### src/rtl/lif_pkg.sv
// Shared definitions for the LIF neuron layer: reset-mode encoding and
// width-generic saturating-add / popcount helpers.
package lif_pkg;

    typedef enum logic {
        RST_ZERO = 1'b0,
        RST_SUB  = 1'b1
    } reset_mode_e;

    // Helpers operate on a fixed carrier width; callers pass their real width.
    localparam int unsigned MAX_W = 32;

    function automatic logic [MAX_W-1:0] sat_add(input logic [MAX_W-1:0] a,
                                                 input logic [MAX_W-1:0] b,
                                                 input int unsigned      w);
        logic [MAX_W:0] sum;
        logic [MAX_W:0] lim;
        sum = {1'b0, a} + {1'b0, b};
        lim = ((MAX_W+1)'(1) << w) - (MAX_W+1)'(1);
        return (sum > lim) ? lim[MAX_W-1:0] : sum[MAX_W-1:0];
    endfunction

    function automatic int unsigned popcount(input logic [MAX_W-1:0] v);
        int unsigned n;
        n = 0;
        for (int i = 0; i < MAX_W; i++) n += 32'(v[i]);
        return n;
    endfunction

endpackage

### src/rtl/lif_if.sv
// Step/result bundle between the current source and a lif_layer.
interface lif_if #(
    parameter int N_CH  = 4,
    parameter int WIDTH = 8,
    parameter int CNT_W = 16
);
    logic                    in_valid;
    logic [N_CH*WIDTH-1:0]   current;
    logic [WIDTH-1:0]        threshold;
    logic                    reset_mode;
    logic [N_CH-1:0]         spike;
    logic [N_CH*WIDTH-1:0]   state;
    logic                    out_valid;
    logic [CNT_W-1:0]        spike_count;

    modport master (
        output in_valid, current, threshold, reset_mode,
        input  spike, state, out_valid, spike_count
    );

    modport slave (
        input  in_valid, current, threshold, reset_mode,
        output spike, state, out_valid, spike_count
    );
endinterface

### src/rtl/lif_cell.sv
// One leaky integrate-and-fire neuron: membrane state, refractory counter,
// shift leak, saturating integration and fire/reset logic.
module lif_cell
    import lif_pkg::*;
#(
    parameter int WIDTH      = 8,
    parameter int LEAK_SHIFT = 1,
    parameter int REFRAC     = 2
) (
    input  logic             clk,
    input  logic             rst,
    input  logic             step,
    input  logic [WIDTH-1:0] current,
    input  logic [WIDTH-1:0] threshold,
    input  logic             reset_mode,
    output logic             fire,
    output logic             spike,
    output logic [WIDTH-1:0] state
);
    localparam int RW = (REFRAC > 0) ? $clog2(REFRAC + 1) : 1;

    logic [RW-1:0]    ref_cnt;
    logic             ready;
    logic [WIDTH-1:0] leaked;
    logic [WIDTH-1:0] inc;
    logic [WIDTH-1:0] nxt;

    // state - (state >> k) never underflows, so only the add needs saturation.
    always_comb begin
        ready  = (ref_cnt == '0);
        leaked = state - (state >> LEAK_SHIFT);
        inc    = ready ? current : '0;
        nxt    = WIDTH'(sat_add(MAX_W'(leaked), MAX_W'(inc), WIDTH));
        fire   = ready && (nxt >= threshold);
    end

    // NOTE: sequential state uses non-blocking assignments so every register
    // samples pre-edge values regardless of statement order.
    always_ff @(posedge clk) begin
        if (rst) begin
            state   <= '0;
            ref_cnt <= '0;
            spike   <= 1'b0;
        end else begin
            spike <= step && fire;
            if (step) begin
                if (fire) begin
                    state   <= (reset_mode == RST_SUB) ? nxt - threshold : '0;
                    ref_cnt <= RW'(REFRAC);
                end else begin
                    state <= nxt;
                    if (!ready) ref_cnt <= ref_cnt - RW'(1);
                end
            end
        end
    end

endmodule

### src/rtl/lif_layer.sv
// N_CH independent LIF neurons sharing a step strobe, threshold and reset mode,
// plus a one-cycle out_valid and a saturating aggregate spike counter.
module lif_layer
    import lif_pkg::*;
#(
    parameter int N_CH       = 4,
    parameter int WIDTH      = 8,
    parameter int LEAK_SHIFT = 1,
    parameter int REFRAC     = 2,
    parameter int CNT_W      = 16
) (
    input logic  clk,
    input logic  rst,
    lif_if.slave bus
);
    logic [N_CH-1:0]       fire_vec;
    logic [N_CH-1:0]       spike_vec;
    logic [N_CH*WIDTH-1:0] state_vec;
    logic                  out_valid;
    logic [CNT_W-1:0]      spike_count;

    for (genvar k = 0; k < N_CH; k++) begin : g_ch
        lif_cell #(
            .WIDTH      (WIDTH),
            .LEAK_SHIFT (LEAK_SHIFT),
            .REFRAC     (REFRAC)
        ) u_cell (
            .clk        (clk),
            .rst        (rst),
            .step       (bus.in_valid),
            .current    (bus.current[k*WIDTH +: WIDTH]),
            .threshold  (bus.threshold),
            .reset_mode (bus.reset_mode),
            .fire       (fire_vec[k]),
            .spike      (spike_vec[k]),
            .state      (state_vec[k*WIDTH +: WIDTH])
        );
    end

    // Counter is fed by this step's fire decisions so it updates together
    // with the spike outputs it accounts for.
    always_ff @(posedge clk) begin
        if (rst) begin
            out_valid   <= 1'b0;
            spike_count <= '0;
        end else begin
            out_valid <= bus.in_valid;
            if (bus.in_valid)
                spike_count <= CNT_W'(sat_add(MAX_W'(spike_count),
                                              MAX_W'(popcount(MAX_W'(fire_vec))),
                                              CNT_W));
        end
    end

    assign bus.spike       = spike_vec;
    assign bus.state       = state_vec;
    assign bus.out_valid   = out_valid;
    assign bus.spike_count = spike_count;

endmodule

### src/flat_wrapper.sv
// flat-port wrapper written by rule: the top's interface ports become plain ports
module lif_layer_flat import lif_pkg::*;
#(
    parameter int N_CH       = 4,
    parameter int WIDTH      = 8,
    parameter int LEAK_SHIFT = 1,
    parameter int REFRAC     = 2,
    parameter int CNT_W      = 16
)
  (clk, rst, bus_in_valid, bus_current, bus_threshold, bus_reset_mode, bus_spike, bus_state, bus_out_valid, bus_spike_count);
  lif_if #(.N_CH(N_CH), .WIDTH(WIDTH), .CNT_W(CNT_W)) bus_i ();
  input logic clk;
  input logic rst;
  input wire logic [$bits(bus_i.in_valid)-1:0] bus_in_valid;
  input wire logic [$bits(bus_i.current)-1:0] bus_current;
  input wire logic [$bits(bus_i.threshold)-1:0] bus_threshold;
  input wire logic [$bits(bus_i.reset_mode)-1:0] bus_reset_mode;
  output wire logic [$bits(bus_i.spike)-1:0] bus_spike;
  output wire logic [$bits(bus_i.state)-1:0] bus_state;
  output wire logic [$bits(bus_i.out_valid)-1:0] bus_out_valid;
  output wire logic [$bits(bus_i.spike_count)-1:0] bus_spike_count;
  assign bus_i.in_valid = bus_in_valid;
  assign bus_i.current = bus_current;
  assign bus_i.threshold = bus_threshold;
  assign bus_i.reset_mode = bus_reset_mode;
  assign bus_spike = bus_i.spike;
  assign bus_state = bus_i.state;
  assign bus_out_valid = bus_i.out_valid;
  assign bus_spike_count = bus_i.spike_count;
  lif_layer #(.N_CH(N_CH), .WIDTH(WIDTH), .LEAK_SHIFT(LEAK_SHIFT), .REFRAC(REFRAC), .CNT_W(CNT_W)) u_core (.clk(clk), .rst(rst), .bus(bus_i));
endmodule
### config.mk
export PLATFORM = sky130hd
export DESIGN_NAME = lif_layer_flat
export DESIGN_NICKNAME = d
export VERILOG_FILES = /design/src/rtl/lif_pkg.sv /design/src/rtl/lif_if.sv /design/src/rtl/lif_cell.sv /design/src/rtl/lif_layer.sv /design/src/flat_wrapper.sv
export SDC_FILE = /design/constraint.sdc
export NUM_CORES = 1
export LEC_CHECK = 0
export BUFFER_PORTS_ARGS = -buffer_cell sky130_fd_sc_hd__buf_4
export CAP_MARGIN = 20
export CORE_MARGIN = 2
export CORE_UTILIZATION = 44
export CTS_BUF_LIST = sky130_fd_sc_hd__clkbuf_8
export DETAILED_ROUTE_END_ITERATION = 8
export SYNTH_ARGS = -nofsm -noshare
export SYNTH_HDL_FRONTEND = slang
export SYNTH_HIERARCHICAL = 1
export SYNTH_SLANG_ARGS = --single-unit
export TNS_END_PERCENT = 20
### constraint.sdc
create_clock -name clk -period 8.4 [get_ports clk]
set_clock_uncertainty 0.2 [all_clocks]
set_input_delay 1.26 -clock clk [delete_from_list [all_inputs] [get_ports clk]]
set_output_delay 1.26 -clock clk [all_outputs]
set_load 0.01 [all_outputs]
==> flow_summary.ini, run 1 <==
[run_status]
status = completed

[clocking]
cts-root-buf = clkbuf_8
cts_made_buffers = 9
cts_tree = done
clock_path_buffers = 2
post_cts_resized = 0
hold_buffers = 0
clk_pin_slew_ns = 0.08
insertion_delay_ns = 0.37
htree_num_levels = 3
post_cts_buffers = 0
clock_sinks = 61

[yosys]
synth_edf_count = 0
synth_top_cell_area_share_pct = 16.09
ys_types = 82
avgSynthCellArea_sq_um = 7.957
synth_fp_nets = 1110
ys_ff_latch = 61
synthArstFlopShare_pct = 0
synth_most_common_cell = inv_1
netlist_area_sq_mm = 0.007591
syn_inst = 954
yosys.area.top_type = dfxtp_1
synth_top_cells_by_area = dfxtp_1, ha_1, inv_1
ys_seq_area_share_pct = 16.09
synth-main-ff-cell = dfxtp_1
yosys-top-cells-count = inv_1, ha_1, nor2_1
ys_warn_count = 6

[worst_setup_path]
cp_max_fo = 8
timing.rr.end = u_core/bus.spike_count[12]
rrSetupSlack_ns = 1.14
startpoint = u_core/g_ch[2].u_cell/state[2]
endpoint_kind = register
cp_data_required_time_ns = 8.43
arrival_ns = 7.29
slowest_stage = fa_1
cpPeakStageDelay_ns = 0.48
startpoint_type = register
crit_end = u_core/bus.spike_count[12]
crit_type = reg2reg
reg2regPathDepth = 31
timing.rr.start = u_core/g_ch[2].u_cell/state[2]

[grt]
grt_pass1_vias = 6382
grt_max_degree = 81
grt.total_usage_pct = 21.07
grt_antenna_before_repair = 0
grt.overflow.total = 0
grt_pass1_wl_mm = 31.27

[floorplanning]
die_h_microns = 135.4
initial_core_util_pct = 44.51
io_pins = 97
dieArea_sq_mm = 0.01832
die_w_microns = 135.4
num_rows = 48
core_area_sq_mm = 0.01706

[sta]
fin_crit_sh_pct = 86.47
fin_crit_ns = 7.264
relSlewSlack_pct = 45.69
drv_slew = 0
tightest_slew_ns = 0.8146
max_freq_mhz = 137.7
setup_viol = 0
holdWs_ns = 0.3001
grt_setup_unrepaired = false
setup_tns_ns = 0
hold_violations = 0

[layout]
utilization_pct = 50.76
synthToLayoutAreaGrowth_pct = 14.06
drive_above_1_share_pct = 16.17
final_area_sq_mm = 0.008658
nets = 1196
diodes = 0

[detailed_routing]
num_vias = 6910
met1Wirelength_mm = 9.742
finalWirelength_mm = 18.63
wl_met3_microns = 751
top_layer = met4
drc_errors = 0
viasPerCell = 5.441
route.met2.wl_mm = 7.874
initialDrtViolationCount = 373
detail-route-antenna-nets = 0
drtPass1Iterations = 4
post_drt_wl_per_cell_microns = 14.67

[worst_hold_path]
holdCritPathClass = reg2reg
min_path_cells = 2

[placed_design]
io_buffers = 96
place.gp.congestion = 0.8461
place_area_sq_mm = 0.008466
post-dp-hpwl_mm = 14.39

[run]
drv_cap = 0
layout make-up:
type	count	area (sq um)
clock inverters	6	55.05
multi-input cells	757	5791
clock buffers	10	137.6
repair buffers	98	735.7
inverters	113	436.7
well taps	225	281.5
flip-flops and latches	61	1221
fillers	1724	8398
metrics by stage:
stage               cells  setup slack (ns)
finish               1270             1.136
global route         1270            0.4498
CTS                  1270             1.134
detailed placement   1254             1.176
global placement     1254             1.368
floorplan             954             1.648
kinds of logic (layout without fill, tap and decap cells):
kind of cell / after synthesis / after routing / share of synthesized area (%)
fa+ha+maj: 112 / 112 / 19.94
compound gates: 281 / 281 / 28.25
xor+xnor: 48 / 48 / 5.538
mux: 10 / 10 / 1.352
buf+inv: 136 / 227 / 7.631
simple gates: 306 / 306 / 21.20
flops: 61 / 61 / 16.09
registers in the layout, summed over array words and instances, names as in the netlist:
register / flops
u_core/g_ch.u_cell/state: 32
u_core/bus.spike_count: 16
u_core/g_ch.u_cell/ref_cnt: 8
u_core/g_ch.u_cell/spike: 4
u_core/bus.out_valid: 1
worst max-delay path, delay by kind of cell (launching register included):
| family | cells | cell delay, ns |
|---|---|---|
| and+or+nand+nor | 8 | 1.68 |
| DFF | 1 | 0.42 |
| adders and majority gates | 7 | 2.38 |
| AOI/OAI and AO/OA | 9 | 1.82 |
| buffers and inverters | 6 | 0.53 |
| xor gates and xnor gates | 1 | 0.08 |
cells in the final DEF, fill, tap and decap left out, drive strengths merged, types with 12 or more instances in the layout:
| cell | instances |
|---|---|
| ha | 97 |
| o21a | 27 |
| a21o | 19 |
| and2 | 28 |
| nor2 | 82 |
| a311oi | 14 |
| xnor2 | 31 |
| inv | 115 |
| fa | 15 |
| buf | 98 |
| dfxtp | 61 |
| a211oi | 25 |
| nand2 | 55 |
| nand3 | 24 |
| nand2b | 12 |
| a21oi | 39 |
| nor2b | 31 |
| nor3 | 24 |
| a31oi | 16 |
| o21ai | 67 |
| xor2 | 17 |
worst min-delay path by stage:
stage	start	to
after floorplan	u_core/g_ch[1].u_cell/ref_cnt[0]	u_core/g_ch[1].u_cell/ref_cnt[0]
after global placement	u_core/g_ch[1].u_cell/ref_cnt[1]	u_core/g_ch[1].u_cell/ref_cnt[1]
after global routing	u_core/g_ch[0].u_cell/ref_cnt[1]	u_core/g_ch[0].u_cell/ref_cnt[1]
final	u_core/g_ch[0].u_cell/ref_cnt[1]	u_core/g_ch[0].u_cell/ref_cnt[1]
after detailed placement	u_core/g_ch[1].u_cell/ref_cnt[1]	u_core/g_ch[1].u_cell/ref_cnt[1]
after CTS	u_core/g_ch[0].u_cell/ref_cnt[1]	u_core/g_ch[0].u_cell/ref_cnt[1]
routing by layer:
metal	global-route usage [%]	up-vias
met5	0	-
met2	31.53	105
li1	-	3595
met1	31.32	3192
met4	5.845	0
met3	3.217	18
Power of run 1 is not shown: default switching activity piles up to over one toggle a cycle in this logic, so the estimate is an artifact.
==> run 2: changes to the inputs <==
ABC_AREA = 1   (was not set)
PLACE_DENSITY = 0.64   (was not set)
==> run 2 against run 1 <==
- synthesized area increased by 7.0%
- register-to-register slack improved by 0.79 ns
- die area increased by 6.8%
- maximum frequency increased by 12%
- sequential cell count unchanged
- critical path type unchanged
==> flow_summary.ini, run 2 <==
[worst_setup_path]
cp_data_required_time_ns = 8.48
worst_path_most_repeated_cell = inv_1
startpoint_type = register
cp_max_fo = 13
crit_type = reg2reg
arrival_ns = 6.56
endpoint_kind = register
cpPeakStageDelay_ns = 0.49
slowest_stage = fa_1

[yosys]
ys_types = 41
yosys-top-cells-count = nand2_1, inv_1, ha_1
synth_top_cells_by_area = nand2_1, dfxtp_1, ha_1
synth_edf_count = 0
synth_top_cell_area_share_pct = 19.46
yosys.area.top_type = nand2_1
ys_ff_latch = 61
ys_seq_area_share_pct = 15.04
syn_inst = 1359
synth-main-ff-cell = dfxtp_1
ys_warn_count = 6
netlist_area_sq_mm = 0.008120
avgSynthCellArea_sq_um = 5.975
synthArstFlopShare_pct = 0
synth_fp_nets = 1515
synth_most_common_cell = nand2_1

[clocking]
post_cts_resized = 0
hold_buffers = 0
clk_pin_slew_ns = 0.07
cts_made_buffers = 9
clock_sinks = 61
htree_num_levels = 3
cts-root-buf = clkbuf_8
cts_tree = done
clock_path_buffers = 2
post_cts_buffers = 0
insertion_delay_ns = 0.37

[detailed_routing]
initialDrtViolationCount = 372
finalWirelength_mm = 20.30
detail-route-antenna-nets = 0
drtPass1Iterations = 5
post_drt_wl_per_cell_microns = 12.06
num_vias = 8113
viasPerCell = 4.821
drc_errors = 0

[sta]
drv_slew = 0
grt_setup_unrepaired = false
fin_crit_ns = 6.472
tightest_slew_ns = 0.5474
fin_crit_sh_pct = 77.05
setup_slack_ns = 1.928
hold_violations = 0
setup_tns_ns = 0
setup_viol = 0
relSlewSlack_pct = 63.50
max_freq_mhz = 154.5

[placed_design]
place.gp.congestion = 0.8965
pre_cts_slack_ns = 1.972
placedCellCount = 1667
io_buffers = 96
post-dp-hpwl_mm = 16.42

[grt]
grt_antenna_before_repair = 0
grt.overflow.total = 0
grt.total_usage_pct = 20.62
grt_pass1_vias = 7212
grt_max_degree = 55
grt_pass1_wl_mm = 33.35

[layout]
fillers = 1889
synthToLayoutAreaGrowth_pct = 13.62
nets = 1605
layout.cells.non_filler = 1683
drive_above_1_share_pct = 11.00
top_register = u_core/g_ch.u_cell/state
final_cell_mix = nand2_1, inv_1, ha_1, buf_4, nand3_1
reg_top3 = u_core/g_ch.u_cell/state (32), u_core/bus.spike_count (16), u_core/g_ch.u_cell/ref_cnt (8)
mostFrequentLayoutCell = nand2_1
largest_reg_flops = 32
diodes = 0

[floorplanning]
io_pins = 97
initial_core_util_pct = 45.05
num_rows = 49
dieArea_sq_mm = 0.01956
die_h_microns = 139.9
core_area_sq_mm = 0.01802
die_w_microns = 139.9

[run]
drv_cap = 0

[worst_hold_path]
holdCritPathClass = reg2reg

[run_status]
status = completed
==> run 2: cell count changes in the layout (fill, tap and decap cells not counted), sizes merged, moves of 25 or more <==
| cell | change |
|---|---|
| nor2b | -31 |
| nand3 | +62 |
| inv | +212 |
| a21oi | +45 |
| a211oi | -25 |
| and2 | -26 |
| o21a | -27 |
| nand2 | +381 |
==> run 2: worst max-delay path: cells and delay by family, from the launching register on <==
family,cells,cell delay (ns)
adders and majority gates,8,2.58
xor gates and xnor gates,1,0.12
and+or+nand+nor,12,1.67
DFF,1,0.33
AOI/OAI and AO/OA,5,0.99
buffers and inverters,6,0.50
==> run 2: layer usage <==
| metal | vias to the layer above | global-route usage (%) | share of wire, % |
|---|---|---|---|
| li1 | 4356 | - | - |
| met1 | 3589 | 29.03 | 49 |
| met2 | 151 | 33.38 | 45 |
| met3 | 17 | 2.615 | 4.9 |
| met4 | 0 | 5.316 | 1.1 |
| met5 | - | 0 | 0 |
==> run 2: worst paths after layout <==
path | startpoint | end | slack, ns | depth (start not counted)
setup reg to reg | u_core/g_ch[2].u_cell/state[0] | u_core/bus.spike_count[8] | 1.93 | 32
hold reg to reg | u_core/g_ch[0].u_cell/ref_cnt[1] | u_core/g_ch[0].u_cell/ref_cnt[1] | 0.26 | 2
hold / removal | u_core/g_ch[0].u_cell/ref_cnt[1] | u_core/g_ch[0].u_cell/ref_cnt[1] | 0.26 | 2
setup / recovery | u_core/g_ch[2].u_cell/state[0] | u_core/bus.spike_count[8] | 1.93 | 32
==> run 2: stage by stage <==
step                      hold slack, ns  util [%]  instance area (sq um)
after floorplan                   0.2302         -                   8120
after global placement            0.2427     50.03                   9019
after detailed placement          0.2558     50.03                   9019
after CTS                         0.2652     51.19                   9226
after global routing              0.2966     51.19                   9226
final                             0.2608     51.19                   9226
==> run 2: layout make-up <==
class	count	area [sq um]	area share, %
multi-input combinational	955	5567	60.33
inverter	326	1224	13.26
sequential	61	1221	13.24
timing repair buffer	96	720.7	7.811
tap	229	286.5	3.106
clock buffer	9	123.9	1.343
clock inverter	7	83.83	0.9086
==> run 2: cells by family after synthesis <==
logic type               Yosys count  share of synthesized area [%]
flip-flops                        61                          15.04
AO/OA/AOI/OAI                    144                          9.553
buffers and inverters            343                          16.41
AND/OR/NAND/NOR                  658                          35.93
adder cells (fa/ha/maj)          112                          18.64
XOR/XNOR                          41                          4.422
Power of run 2 is left out for the same reason.
==> run 3: changes to the inputs <==
clock period = 6.8 ns   (was 8.4 ns; I/O delays follow)
==> run 3 against run 2 <==
- clock-buffer cell count is 1 higher
- setup slack worse by 1.4 ns
- register-to-register slack worse by 1.4 ns
- die area stayed put
- critical path depth is 3 higher
- non-clock buffer count is 1 higher
- via count is 0.73% lower
- first-iteration DRC count is 20% higher
- critical endpoint is now u_core/bus.spike_count[12]
- highest routed layer unchanged
==> flow_summary.ini, run 3 (synthesis gave the netlist of run 2 again) <==
[worst_setup_path]
crit_cells = 35
critPathTopFamily = adder cells
crit_type = reg2reg
rrSetupSlack_ns = 0.55
timing.rr.end = u_core/bus.spike_count[12]
cpPeakStageDelay_ns = 0.52
cp_max_fo = 11
timing.rr.start = u_core/g_ch[0].u_cell/state[0]
crit_end = u_core/bus.spike_count[12]
crit_buf_inv = 6
startpoint = u_core/g_ch[0].u_cell/state[0]
slowest_stage = fa_1
reg2regPathDepth = 35
arrival_ns = 6.31
endpoint_kind = register
cp_data_required_time_ns = 6.86
startpoint_type = register
worst_path_most_repeated_cell = inv_1

[clocking]
clk_pin_slew_ns = 0.07
htree_num_levels = 3
cts_made_buffers = 9
insertion_delay_ns = 0.37
cts_tree = done
clock_sinks = 61
clock_path_buffers = 2
hold_buffers = 0
cts-root-buf = clkbuf_8

[detailed_routing]
num_vias = 8054
drtPass1Iterations = 5
detail-route-antenna-nets = 0
post_drt_wl_per_cell_microns = 12.17
initialDrtViolationCount = 446
drc_errors = 0
viasPerCell = 4.783
finalWirelength_mm = 20.49

[sta]
relSlewSlack_pct = 63.63
max_freq_mhz = 160.0
grt_setup_unrepaired = false
tightest_slew_ns = 0.5455
hold_violations = 0
drv_slew = 0
fin_crit_ns = 6.251
setup_tns_ns = 0
setup_viol = 0
setup_slack_ns = 0.5494
fin_crit_sh_pct = 91.92

[layout]
final_cell_mix = nand2_1, inv_1, buf_4, ha_1, nand3_1
multi_input_area_sq_mm = 0.005580
fillers = 1946
regArea_sq_mm = 0.001221
utilization_pct = 51.22
reg_top3 = u_core/g_ch.u_cell/state (32), u_core/bus.spike_count (16), u_core/g_ch.u_cell/ref_cnt (8)
drive_above_1_share_pct = 11.13
nets = 1606
mostFrequentLayoutCell = nand2_1
synthToLayoutAreaGrowth_pct = 13.70
diodes = 0
largest_reg_flops = 32
top_register = u_core/g_ch.u_cell/state

[grt]
grt_max_degree = 55
grt_pass1_wl_mm = 34.13
grt_pass1_vias = 7355
grt.total_usage_pct = 21.12
grt_antenna_before_repair = 0
grt.overflow.total = 0

[floorplanning]
num_rows = 49
dieArea_sq_mm = 0.01956
die_h_microns = 139.9
io_pins = 97
die_w_microns = 139.9
core_area_sq_mm = 0.01802
initial_core_util_pct = 45.05

[placed_design]
post-dp-hpwl_mm = 16.38
place.gp.congestion = 0.8799
io_buffers = 96
pre_cts_slack_ns = 0.4040

[run]
drv_cap = 0

[worst_hold_path]
holdCritPathClass = reg2reg

[run_status]
status = completed
run 3: cell count changes in the layout (fill, tap and decap cells not counted):
cell | previous run | this run
o21ai_0 | 41 | 39
nand4_2 | 1 | 0
buf_4 | 96 | 97
nand2_4 | 1 | 2
bufinv_16 | 2 | 1
clkinv_2 | 1 | 2
nand4_4 | 1 | 2
inv_1 | 325 | 324
clkbuf_8 | 9 | 10
o21ai_1 | 9 | 11
nand2_2 | 14 | 13
run 3: layer usage:
| layer | vias to the layer above | part of all wire, % | global-route usage, % |
|---|---|---|---|
| met1 | 3531 | 50 | 29.40 |
| met2 | 152 | 44 | 33.68 |
| met3 | 18 | 4.8 | 3.372 |
| met4 | 0 | 1.3 | 6.263 |
| li1 | 4353 | - | - |
| met5 | - | 0 | 0 |
run 3: area by class of cell:
type,instances,area share [%]
Timing Repair Buffer,97,7.887
Multi-Input combinational cell,955,60.44
Sequential cell,61,13.23
Inverter,326,13.25
Clock buffer,10,1.491
Tap cell,229,3.103
Clock inverter,6,0.5963
run 3: worst min-delay path by stage:
stage | cells past startpoint | from | to | slack, ns
floorplan | 2 | u_core/g_ch[0].u_cell/ref_cnt[1] | u_core/g_ch[0].u_cell/ref_cnt[1] | 0.23
global route | 2 | u_core/g_ch[0].u_cell/ref_cnt[1] | u_core/g_ch[0].u_cell/ref_cnt[1] | 0.29
detailed placement | 2 | u_core/g_ch[0].u_cell/ref_cnt[1] | u_core/g_ch[0].u_cell/ref_cnt[1] | 0.26
finish | 2 | u_core/g_ch[0].u_cell/ref_cnt[1] | u_core/g_ch[0].u_cell/ref_cnt[1] | 0.27
CTS | 2 | u_core/g_ch[0].u_cell/ref_cnt[1] | u_core/g_ch[0].u_cell/ref_cnt[1] | 0.27
global placement | 2 | u_core/g_ch[0].u_cell/ref_cnt[1] | u_core/g_ch[0].u_cell/ref_cnt[1] | 0.24
run 3: timing repair:
action | CTS | global route
resized for setup | 0 | 4
endpoints found under the setup margin | 0 | 16
buffers inserted | 0 | 1
run 3: stage by stage:
stage / hold slack [ns] / area (sq um) / cells
after global routing: 0.2905 / 9233 / 1684
after CTS: 0.2733 / 9211 / 1683
after floorplan: 0.2302 / 8120 / 1359
after detailed placement: 0.2634 / 9019 / 1667
final: 0.2704 / 9233 / 1684
after global placement: 0.2427 / 9019 / 1667
run 3: worst min-delay path: stages (launching register included):
cell and delay [ns]:
dfxtp_1 0.30, inv_1 0.07, a21oi_1 0.06
Power of run 3 is left out for the same reason.
